[config.mk]
export PLATFORM = sky130hd
export DESIGN_NAME = cnt_bcd_fnd_drv
export DESIGN_NICKNAME = d
export VERILOG_FILES = /design/src/rtl/cnt_bcd_fnd_drv.sv
export SDC_FILE = /design/constraint.sdc
export NUM_CORES = 1
export LEC_CHECK = 0
export BUFFER_PORTS_ARGS = -buffer_cell sky130_fd_sc_hd__buf_2
export CORE_MARGIN = 2
export CORE_UTILIZATION = 60
export CTS_CLUSTER_SIZE = 8
export DETAILED_ROUTE_END_ITERATION = 6
export GPL_ROUTABILITY_DRIVEN = 0
export PLACE_DENSITY_LB_ADDON = 0.25
export SLEW_MARGIN = 20
export SYNTH_ARGS = -nofsm -noshare
export SYNTH_HDL_FRONTEND = slang
export SYNTH_SLANG_ARGS = --single-unit
[constraint.sdc]
create_clock -name clk -period 5.1 [get_ports clk]
set_clock_uncertainty 0.2 [all_clocks]
set_input_delay 1.02 -clock clk [delete_from_list [all_inputs] [get_ports clk]]
set_output_delay 1.02 -clock clk [all_outputs]
set_load 0.1 [all_outputs]
[src/rtl/cnt_bcd_fnd_drv.sv]
// cnt_bcd_fnd_drv: sequential double-dabble binary-to-BCD converter driving a multiplexed 3-digit common-anode FND
module cnt_bcd_fnd_drv #(
  parameter int IN_W        = 7,
  parameter int REFRESH_CNT = 50000
) (
  input  logic            clk,
  input  logic            reset,
  input  logic [IN_W-1:0] i_cnt,
  input  logic            i_valid,
  output logic            o_ready,
  output logic            o_done,
  output logic [11:0]     o_bcd,
  output logic [2:0]      o_fnd_com,
  output logic [6:0]      o_fnd_seg
);
  localparam int RC_W = $clog2(REFRESH_CNT);
  typedef enum logic [1:0] {IDLE, SHIFT, DONE} state_t;
  state_t          state;
  logic [IN_W-1:0] bin;
  logic [11:0]     bcd;
  logic [11:0]     bcd_adj;
  logic [3:0]      bit_cnt;
  logic [RC_W-1:0] ref_cnt;
  logic            wrap;
  logic [1:0]      scan_idx;
  logic [3:0]      nib;
  logic            blank;

  function automatic logic [3:0] adj3(input logic [3:0] n);
    return n >= 4'd5 ? n + 4'd3 : n;
  endfunction

  assign bcd_adj = {adj3(bcd[11:8]), adj3(bcd[7:4]), adj3(bcd[3:0])};

  always_ff @(posedge clk or posedge reset) begin
    if (reset) begin
      state   <= IDLE;
      bin     <= '0;
      bcd     <= '0;
      bit_cnt <= '0;
      o_ready <= 1'b1;
      o_done  <= 1'b0;
      o_bcd   <= '0;
    end else begin
      o_done <= 1'b0;
      case (state)
        IDLE: if (i_valid) begin
          bin     <= i_cnt;
          bcd     <= '0;
          bit_cnt <= 4'(IN_W);
          o_ready <= 1'b0;
          state   <= SHIFT;
        end
        SHIFT: begin
          {bcd, bin} <= {bcd_adj[10:0], bin, 1'b0};
          bit_cnt    <= bit_cnt - 4'd1;
          if (bit_cnt == 4'd1)
            state <= DONE;
        end
        DONE: begin
          o_bcd   <= bcd;
          o_done  <= 1'b1;
          o_ready <= 1'b1;
          state   <= IDLE;
        end
        default: state <= IDLE;
      endcase
    end
  end

  assign wrap = ref_cnt == RC_W'(REFRESH_CNT - 1);

  always_ff @(posedge clk or posedge reset) begin
    if (reset) begin
      ref_cnt  <= '0;
      scan_idx <= '0;
    end else begin
      ref_cnt <= wrap ? '0 : ref_cnt + RC_W'(1);
      if (wrap)
        scan_idx <= scan_idx == 2'd2 ? 2'd0 : scan_idx + 2'd1;
    end
  end

  assign o_fnd_com = scan_idx == 2'd2 ? 3'b011 : scan_idx == 2'd1 ? 3'b101 : 3'b110;
  assign nib       = scan_idx == 2'd2 ? o_bcd[11:8] : scan_idx == 2'd1 ? o_bcd[7:4] : o_bcd[3:0];
  assign blank     = (scan_idx == 2'd2 && o_bcd[11:8] == 4'd0) || (scan_idx == 2'd1 && o_bcd[11:4] == 8'd0);

  always_comb begin
    o_fnd_seg = 7'h7F;
    if (!blank)
      case (nib)
        4'd0:    o_fnd_seg = 7'h40;
        4'd1:    o_fnd_seg = 7'h79;
        4'd2:    o_fnd_seg = 7'h24;
        4'd3:    o_fnd_seg = 7'h30;
        4'd4:    o_fnd_seg = 7'h19;
        4'd5:    o_fnd_seg = 7'h12;
        4'd6:    o_fnd_seg = 7'h02;
        4'd7:    o_fnd_seg = 7'h78;
        4'd8:    o_fnd_seg = 7'h00;
        4'd9:    o_fnd_seg = 7'h10;
        default: o_fnd_seg = 7'h7F;
      endcase
  end
endmodule

==> metrics.yaml, run 1 <==
run_status:
  status: "completed"
clock_network:
  clockBufferDepth: 2
  cts_made_buffers: 9
  ctsResizeCount: 0
  htree_num_levels: 3
  cts_tree: "done"
  clk_pin_slew_worst_paths_ps: 60
  cts-root-buf: "clkbuf_8"
  cts_sinks: 57
  clock_latency_ps: 340
  post_cts_buffers: 0
  ctsHoldBuffers: 0
setup_path:
  critical_path.max_stage_delay_ps: 420
  crit_arrival_ps: 2670
  worstSetupPathType: "reg -> out"
  critPathTopFamily: "adder cells"
  critPathMaxFanout: 6
  path_buf_inv: 3
  path_cells: "inv_1 -> ha_1 -> mux2i_1 -> o21a_1 -> inv_1 -> ha_1 -> a21o_1 -> nand4_1 -> buf_2"
  cp-start-kind: "flop"
  required_ps: 3880
  crit_slowest_cell: "buf_2"
  endpoint_kind: "output pin"
die:
  core_mm2: 0.00469
  ios: 34
  die_h_um: 73.7
  fp.dieW_um: 73.7
  dieArea_mm2: 0.00543
  initial_core_util: 0.621
  std_cell_rows: 25
sta:
  rsz0062_at_grt: "false"
  tns_ps: 0
  setup_violations: 0
  fmax_mhz: 257
  max-slew-margin-rel: 0.516
  hold-worst-slack_ps: 277
  fin_crit_ps: 3890
  finalCritPeriodShare: 0.763
  hold_viol: 0
  finalWorstSetupSlack_ps: 1210
  tightest_slew_ps: 719
  drv_slew: 0
logic_synthesis:
  syn-num-nets: 304
  ys_ff_latch: 57
  synth_top_area_share: 0.481
  yosys_warnings: 0
  ys_seq_area_frac: 0.490
  ys_types: 48
  synthFlopType: "dfrtp_1"
  yosysTopAreaCell: "dfrtp_1"
  syn-instance-count: 281
  synth-edff-count: 0
  ys_async_sr_fraction: 1.00
  yosys.cell_count.top_type: "dfrtp_1"
  netlist_top_cells_area: "dfrtp_1 48%, ha_1 5.6%, o21ai_0 4.8%, nand2_1 3.5%, mux2_2 3.1%"
  synth_area_mm2: 0.00292
  syn_area_per_cell_um2: 10.4
  synth_common_cells: "56 x dfrtp_1, 28 x o21ai_0, 27 x nand2_1"
layout:
  nets: 340
  area_growth_pct: 13.2
  design_area_mm2: 0.00330
  n_antenna_cell: 0
  drive_gt1_frac: 0.199
drt:
  drt_first_iter_violations: 168
  wl_per_cell_um: 15.4
  vias: 2203
  drc_errors: 0
  wl_um: 5770
  viasPerCell: 5.87
  ant_nets: 0
  first_pass_iters: 5
global_route:
  grt_pass1_vias: 2101
  antenna_found_initial: 0
  grt_usage: 0.234
  grt_pass1_wl_um: 9580
  grt_overflow: 0
  grt_max_degree: 58
pwr:
  power_density_mw_per_mm2: 609
  p_leak_nw: 1.61
  netSwitchingFraction: 0.485
  p_int_w: 0.00104
  vdd_drop_max_v: 0.000460
  p_clk_frac: 0.190
  power_frac_comb: 0.479
  p_sw_w: 0.000974
  pwr-share-seq: 0.331
min_path:
  worstHoldPathType: "reg -> reg"
job:
  max_cap_violations: 0
placed_design:
  placed_area_mm2: 0.00312
  io_buffers: 33
  dp_hpwl_um: 3960
  place_ws_ps: 1570
==> tightest hold or removal path: cells and delay by family, from the launching register on <==
kind | cells | cell delay, ps
AOI/OAI and AO/OA | 1 | 60
and+or+nand+nor | 1 | 50
DFF | 1 | 340
==> routing by layer <==
metal | vias to the layer above | track usage | wire (um)
met5 | - | 0 | 0
met4 | 0 | 0.125 | 128
met3 | 13 | 0.0521 | 138
met2 | 26 | 0.358 | 2800
met1 | 1088 | 0.311 | 2700
li1 | 1076 | - | -
==> cell families (layout without fill, tap and decap cells) <==
| kind of cell | Yosys count | after routing | synth area share |
|---|---|---|---|
| AO/OA/AOI/OAI | 72 | 72 | 0.157 |
| XOR/XNOR | 15 | 15 | 0.0451 |
| adder cells (fa/ha/maj) | 13 | 13 | 0.0558 |
| buffers and inverters | 29 | 69 | 0.0391 |
| flip-flops | 57 | 57 | 0.490 |
| multiplexers | 16 | 16 | 0.0627 |
| AND/OR/NAND/NOR | 79 | 79 | 0.151 |
==> path summary, 6_finish.rpt <==
kind                       cells after the start        start           end  slack (ps)
hold / removal                                 2       bin[6]        bcd[0]         280
min in group asynchronous                      3        reset    ref_cnt[9]         650
max in group asynchronous                      3        reset        bin[1]        3550
setup reg to reg                               4   ref_cnt[7]    ref_cnt[9]        2810
hold reg to reg                                2       bin[6]        bcd[0]         280
setup / recovery                               9  scan_idx[1]  o_fnd_seg[3]        1210
==> stage by stage <==
stage | instances | util | total power (W)
after floorplan | 281 | - | 0.00147
after global placement | 360 | 0.665 | 0.00161
after detailed placement | 360 | 0.665 | 0.00163
after CTS | 375 | 0.703 | 0.00202
after global routing | 375 | 0.703 | 0.00213
final | 375 | 0.703 | 0.00201
==> flip-flops by register name, summed over array words and instances (netlist names) <==
| register | flops |
|---|---|
| ref_cnt | 16 |
| bcd | 12 |
| o_bcd | 12 |
| bin | 7 |
| bit_cnt | 4 |
| scan_idx | 2 |
| state | 2 |
| o_done | 1 |
| o_ready | 1 |
==> layout make-up <==
class / count / area [um2]
Clock inverter: 3 / 15.0
Sequential cell: 57 / 1430
Clock buffer: 12 / 165
Timing Repair Buffer: 35 / 180
Fill cell: 362 / 1390
Tap cell: 54 / 67.6
Inverter: 19 / 71.3
Multi-Input combinational cell: 195 / 1370
==> cell usage in the layout (no fill, tap or decap), types with 3 or more instances in the layout <==
| cell | synthesis | routed |
|---|---|---|
| o21ai_0 | 28 | 25 |
| dfrtp_1 | 56 | 56 |
| or4_1 | 3 | 3 |
| a22o_1 | 4 | 4 |
| nand2b_1 | 4 | 4 |
| mux2i_1 | 7 | 7 |
| a21oi_1 | 10 | 10 |
| xor2_1 | 7 | 7 |
| o21ai_1 | 1 | 4 |
| buf_2 | 1 | 33 |
| xnor2_1 | 8 | 8 |
| nor2_1 | 12 | 12 |
| o31ai_1 | 5 | 5 |
| ha_1 | 13 | 13 |
| nor3_1 | 3 | 3 |
| clkbuf_8 | 0 | 12 |
| a32o_1 | 4 | 4 |
| nand2_1 | 27 | 27 |
| mux2_2 | 8 | 8 |
| a22oi_1 | 6 | 6 |
| nand4_1 | 5 | 5 |
| inv_1 | 19 | 18 |
| nand3_1 | 4 | 4 |
| clkinv_2 | 0 | 3 |
| o22ai_1 | 4 | 4 |
| o21a_1 | 3 | 3 |
| nor2b_1 | 4 | 4 |
==> power groups by stage <==
stage / sequential, W / clock [W] / combinational, W
detailed placement: 0.000671 / 0 / 0.000964
CTS: 0.000664 / 0.000389 / 0.000968
global placement: 0.000666 / 0 / 0.000942
finish: 0.000666 / 0.000381 / 0.000963
global route: 0.000680 / 0.000408 / 0.00104
floorplan: 0.000826 / 0 / 0.000640
Power figures use the tool's default switching activity.
==> run 2: changes to the inputs <==
--- a/config.mk
+++ b/config.mk
@@ -5,9 +5,10 @@
 export SDC_FILE = /design/constraint.sdc
 export NUM_CORES = 1
 export LEC_CHECK = 0
+export ABC_AREA = 1
 export BUFFER_PORTS_ARGS = -buffer_cell sky130_fd_sc_hd__buf_2
 export CORE_MARGIN = 2
-export CORE_UTILIZATION = 60
+export CORE_UTILIZATION = 58
 export CTS_CLUSTER_SIZE = 8
 export DETAILED_ROUTE_END_ITERATION = 6
 export GPL_ROUTABILITY_DRIVEN = 0
==> constraint.sdc (replaced) <==
create_clock -name clk -period 3.9 [get_ports clk]
set_clock_uncertainty 0.2 [all_clocks]
set_input_delay 0.78 -clock clk [delete_from_list [all_inputs] [get_ports clk]]
set_output_delay 0.78 -clock clk [all_outputs]
set_load 0.1 [all_outputs]
==> metrics.yaml, run 2 <==
run_status:
  status: "completed"
setup_path:
  crit_start: "scan_idx[0]"
  required_ps: 2920  # -960 ps
  r2r_start: "ref_cnt[0]"
  ff2ff_setup_slack_ps: 2150  # -660 ps
  worstSetupPathType: "reg -> out"
  crit_arrival_ps: 2600  # -70 ps
  cp-start-kind: "flop"
  path_cells: "inv_1 -> ha_1 -> inv_2 -> nand3_1 -> nand2_4 -> inv_1 -> ha_1 -> inv_1 -> nand2_1 -> nand2_1 -> nand2_1 -> nand2_1 -> buf_2"
  crit_slowest_cell: "buf_2"
  critPathMaxFanout: 12  # +6
  reg2reg_depth: 8  # +4
  r2r_end: "scan_idx[0]"
  endpoint_kind: "output pin"
  cpMostUsedCell: "nand2_1"
  critical_path.max_stage_delay_ps: 410  # about the same
clock_network:
  clk_pin_slew_worst_paths_ps: 70  # about the same
  cts_sinks: 57  # unchanged
  ctsResizeCount: 0  # unchanged
  cts-root-buf: "clkbuf_8"
  cts_made_buffers: 9  # unchanged
  cts_tree: "done"
  clockBufferDepth: 2  # unchanged
  ctsHoldBuffers: 0  # unchanged
  htree_num_levels: 3  # unchanged
  post_cts_buffers: 0  # unchanged
  clock_latency_ps: 340  # about the same
drt:
  viasPerCell: 5.16  # -12%
  first_pass_iters: 5  # unchanged
  ant_nets: 0  # unchanged
  drc_errors: 0  # unchanged
  wl_um: 6190  # +7.4%
  wl_per_cell_um: 12.4  # -20%
  vias: 2586  # +17%
  drt_first_iter_violations: 185  # +10%
logic_synthesis:
  ys_types: 31  # -35%
  netlist_top_cells_area: "dfrtp_1 45%, nand2_1 12%, inv_1 5.6%, ha_1 5.2%, nor2_1 5.0%"
  syn_area_per_cell_um2: 8.05  # -22%
  ys_async_sr_fraction: 1.00  # unchanged
  yosysTopAreaCell: "dfrtp_1"
  synth-edff-count: 0  # unchanged
  synth_top_area_share: 0.451  # -0.0296
  syn-num-nets: 409  # +35%
  yosys.cell_count.top_type: "nand2_1"
  synthFlopType: "dfrtp_1"
  synth_common_cells: "101 x nand2_1, 56 x dfrtp_1, 46 x inv_1"
  yosys_warnings: 0  # unchanged
  synth_area_mm2: 0.00311  # +6.6%
  ys_seq_area_frac: 0.460  # -0.0302
  syn-instance-count: 386  # +37%
  ys_ff_latch: 57  # unchanged
sta:
  fmax_mhz: 279
  drv_slew: 0  # unchanged
  tightest_slew_ps: 651  # -68.5 ps
  setup_violations: 0  # unchanged
  tns_ps: 0  # unchanged
  rsz0062_at_grt: "false"
  fin_crit_ps: 3580
  finalCritPeriodShare: 0.918
  hold_viol: 0  # unchanged
  finalWorstSetupSlack_ps: 321  # -886 ps
  max-slew-margin-rel: 0.566  # +0.0501
placed_design:
  dp_hpwl_um: 4390  # +11%
  io_buffers: 33  # unchanged
  place_ws_ps: 716  # -851 ps
layout:
  top_regs: "ref_cnt (16), bcd (12), o_bcd (12)"
  mostFrequentLayoutCells: "101 x nand2_1, 56 x dfrtp_1, 45 x inv_1"
  n_antenna_cell: 0  # unchanged
  drive_gt1_frac: 0.188  # -0.0114
  area_growth_pct: 15.0
  largest_reg_flops: 16  # unchanged
  final_common_cell: "nand2_1"
  top_register: "ref_cnt"
  nets: 449  # +32%
global_route:
  antenna_found_initial: 0  # unchanged
  grt_pass1_wl_um: 11600  # +21%
  grt_usage: 0.241  # +0.00667
  grt_max_degree: 33  # -43%
  grt_pass1_vias: 2597  # +24%
  grt_overflow: 0  # unchanged
min_path:
  worstHoldPathType: "reg -> reg"
  hold_depth: 2  # unchanged
  min_from: "bin[0]"
  worst_hold_path.endpoint: "bin[0]"
die:
  dieArea_mm2: 0.00596  # +9.7%
  ios: 34  # unchanged
  die_h_um: 77.2  # +4.7%
  fp.dieW_um: 77.2  # +4.7%
  initial_core_util: 0.604  # -0.0169
  core_mm2: 0.00514  # +9.5%
  std_cell_rows: 26  # +4.0%
job:
  max_cap_violations: 0  # unchanged
==> run 2: critical path, delay by kind of cell (launching register included) <==
| kind | cells | cell delay (ps) |
|---|---|---|
| adders and majority gates | 2 | 580 |
| DFF | 1 | 370 |
| and+or+nand+nor | 6 | 500 |
| buffers and inverters | 5 | 800 |
==> run 2: layout make-up <==
type,instances,area (um2)
clock buffer,10,138
multi-input combinational,267,1420
fill,446,1570
inverter,57,219
timing repair buffer,34,173
clock inverter,6,105
tap,70,87.6
sequential,57,1430
==> run 2: how the worst max path moves through the flow <==
stage | end | slack, ps
final | o_fnd_seg[3] | 320
after floorplan | o_fnd_seg[3] | 440
after global placement | o_fnd_seg[3] | 790
after detailed placement | o_fnd_seg[3] | 720
after CTS | o_fnd_seg[3] | 340
after global routing | o_fnd_seg[3] | 160
==> run 2: cells by family (layout without fill, tap and decap cells) <==
family / after synthesis / count (layout) / synth area share
compound gates: 52 / 52 / 0.0967
fa+ha+maj: 13 / 13 / 0.0524
simple gates: 188 / 188 / 0.269
buf+inv: 62 / 107 / 0.0826
flops: 57 / 57 / 0.460
xor+xnor: 14 / 14 / 0.0395
==> run 2: per-layer routing <==
metal,vias up,GRT usage,share of wire
met4,0,0.0911,0.014
met1,1222,0.312,0.46
met2,41,0.402,0.50
met5,-,0,0
met3,8,0.0447,0.026
li1,1315,-,-
==> run 2: stage by stage <==
stage	area, um2	std cells	util	hold WS, ps
2_1_floorplan	3110	386	-	242
3_3_place_gp	3330	485	0.648	266
3_5_place_dp	3330	485	0.648	268
4_1_cts	3570	501	0.695	288
5_1_grt	3570	501	0.695	338
6_report	3570	501	0.695	284
Power of run 2 is not shown: default switching activity piles up to over one toggle a cycle in this logic, so the estimate is an artifact.
==> run 3: changes to the inputs <==
--- a/config.mk
+++ b/config.mk
@@ -13,6 +13,7 @@
 export DETAILED_ROUTE_END_ITERATION = 6
 export GPL_ROUTABILITY_DRIVEN = 0
 export PLACE_DENSITY_LB_ADDON = 0.25
+export SETUP_SLACK_MARGIN = 0.4
 export SLEW_MARGIN = 20
 export SYNTH_ARGS = -nofsm -noshare
 export SYNTH_HDL_FRONTEND = slang
==> metrics.yaml, run 3 (synthesized netlist as in run 2, its figures left out) <==
sta:
  tns_ps: 0  # unchanged
  finalCritPeriodShare: 0.864  # -0.0536
  tightest_slew_ps: 651  # +0.282 ps
  fin_crit_ps: 3370  # -209 ps
  fmax_mhz: 297  # +6.2%
  max-slew-margin-rel: 0.566  # about the same
  rsz0062_at_grt: "true"
  drv_slew: 0  # unchanged
  hold_viol: 0  # unchanged
  setup_violations: 0  # unchanged
drt:
  wl_per_cell_um: 12.4  # +0.57%
  ant_nets: 0  # unchanged
  first_pass_iters: 5  # unchanged
  drt_first_iter_violations: 203  # +9.7%
  drc_errors: 0  # unchanged
  viasPerCell: 5.19  # +0.54%
  vias: 2600  # +0.54%
  wl_um: 6230  # +0.57%
global_route:
  grt_usage: 0.241  # unchanged
  grt_pass1_wl_um: 11600  # unchanged
  grt_max_degree: 33  # unchanged
  grt_pass1_vias: 2597  # unchanged
  grt_overflow: 0  # unchanged
  antenna_found_initial: 0  # unchanged
clock_network:
  cts-root-buf: "clkbuf_8"
  htree_num_levels: 3  # unchanged
  ctsHoldBuffers: 0  # unchanged
  cts_sinks: 57  # unchanged
  clock_latency_ps: 340  # about the same
  cts_tree: "done"
  clockBufferDepth: 2  # unchanged
  clk_pin_slew_worst_paths_ps: 70  # about the same
  cts_made_buffers: 9  # unchanged
die:
  die_h_um: 77.2  # unchanged
  std_cell_rows: 26  # unchanged
  fp.dieW_um: 77.2  # unchanged
  ios: 34  # unchanged
  initial_core_util: 0.604  # unchanged
  dieArea_mm2: 0.00596  # unchanged
  core_mm2: 0.00514  # unchanged
setup_path:
  reg2reg_depth: 8  # unchanged
  ff2ff_setup_slack_ps: 2150  # about the same
  path_buf_inv: 5  # unchanged
  endpoint_kind: "output pin"
  crit_arrival_ps: 2390  # -210 ps
  worstSetupPathType: "reg -> out"
  critical_path.max_stage_delay_ps: 370  # -40 ps
  r2r_end: "scan_idx[0]"
  path_cells: "inv_1 -> ha_1 -> inv_4 -> nand3_1 -> nand2_4 -> inv_1 -> ha_1 -> inv_1 -> nand2_1 -> nand2_1 -> nand2_1 -> nand2_1 -> buf_8"
  required_ps: 2920  # about the same
  crit_slowest_cell: "dfrtp_1"
  critPathMaxFanout: 12  # unchanged
  r2r_start: "ref_cnt[0]"
  cp_num_cells: 13  # unchanged
  critPathTopFamily: "adder cells"
  cpMostUsedCell: "nand2_1"
  cp-start-kind: "flop"
min_path:
  hold_depth: 2  # unchanged
  worst_hold_path.endpoint: "bin[0]"
  worstHoldPathType: "reg -> reg"
  min_from: "bin[0]"
layout:
  top_regs: "ref_cnt (16), bcd (12), o_bcd (12)"
  mostFrequentLayoutCells: "101 x nand2_1, 56 x dfrtp_1, 45 x inv_1"
  top_register: "ref_cnt"
  n_antenna_cell: 0  # unchanged
  design_area_mm2: 0.00359  # +0.49%
  largest_reg_flops: 16  # unchanged
  area_growth_pct: 15.5
  nets: 449  # unchanged
  fillers: 440  # -1.3%
  final_common_cell: "nand2_1"
  drive_gt1_frac: 0.190  # +0.00232
placed_design:
  dp_hpwl_um: 4390  # unchanged
  io_buffers: 33  # unchanged
  placed_area_mm2: 0.00333  # unchanged
job:
  max_cap_violations: 0  # unchanged
run_status:
  status: "completed"
run 3: how the worst max path moves through the flow:
| stage | from | to | slack (ps) |
|---|---|---|---|
| 2_1_floorplan | scan_idx[1] | o_fnd_seg[3] | 440 |
| 3_3_place_gp | scan_idx[0] | o_fnd_seg[3] | 790 |
| 3_5_place_dp | scan_idx[0] | o_fnd_seg[3] | 720 |
| 4_1_cts | scan_idx[0] | o_fnd_seg[3] | 470 |
| 5_1_grt | scan_idx[0] | o_fnd_seg[3] | 390 |
| 6_report | scan_idx[0] | o_fnd_seg[3] | 530 |
run 3: cell type report:
| class | count | area [um2] | area share |
|---|---|---|---|
| sequential | 57 | 1430 | 0.398 |
| multi-input combinational | 267 | 1430 | 0.397 |
| inverter | 57 | 221 | 0.0617 |
| timing repair buffer | 34 | 185 | 0.0516 |
| clock buffer | 10 | 138 | 0.0383 |
| clock inverter | 6 | 105 | 0.0293 |
| tap | 70 | 87.6 | 0.0244 |
run 3: timing repair:
action,in CTS,in global routing
cloned,0,0
gates resized for setup,1,5
setup endpoints to repair,1,4
setup buffers,0,0
run 3: metrics by stage:
| step | hold slack, ps | instances | utilization | setup WS (ps) |
|---|---|---|---|---|
| 2_1_floorplan | 242 | 386 | - | 439 |
| 5_1_grt | 338 | 501 | 0.698 | 391 |
| 3_5_place_dp | 268 | 485 | 0.648 | 716 |
| 4_1_cts | 288 | 501 | 0.695 | 468 |
| 6_report | 284 | 501 | 0.698 | 531 |
| 3_3_place_gp | 266 | 485 | 0.648 | 793 |
run 3: metal layers:
metal  up-vias  GRT usage  part of all wire
li1       1312          -                 -
met1      1226      0.312              0.46
met2        54      0.402              0.50
met3         8     0.0447             0.029
met4         0     0.0911             0.014
met5         -          0                 0
run 3: worst reg2reg max path, cell delays in order (launching register included):
cell and delay (ps):
dfrtp_1 420, ha_1 300, nand2_2 120, nor2_4 60, and2_2 200, nand2_4 120, clkinv_4 90, nand2_1 70
nand2_1 60
Power of run 3 is left out for the same reason.
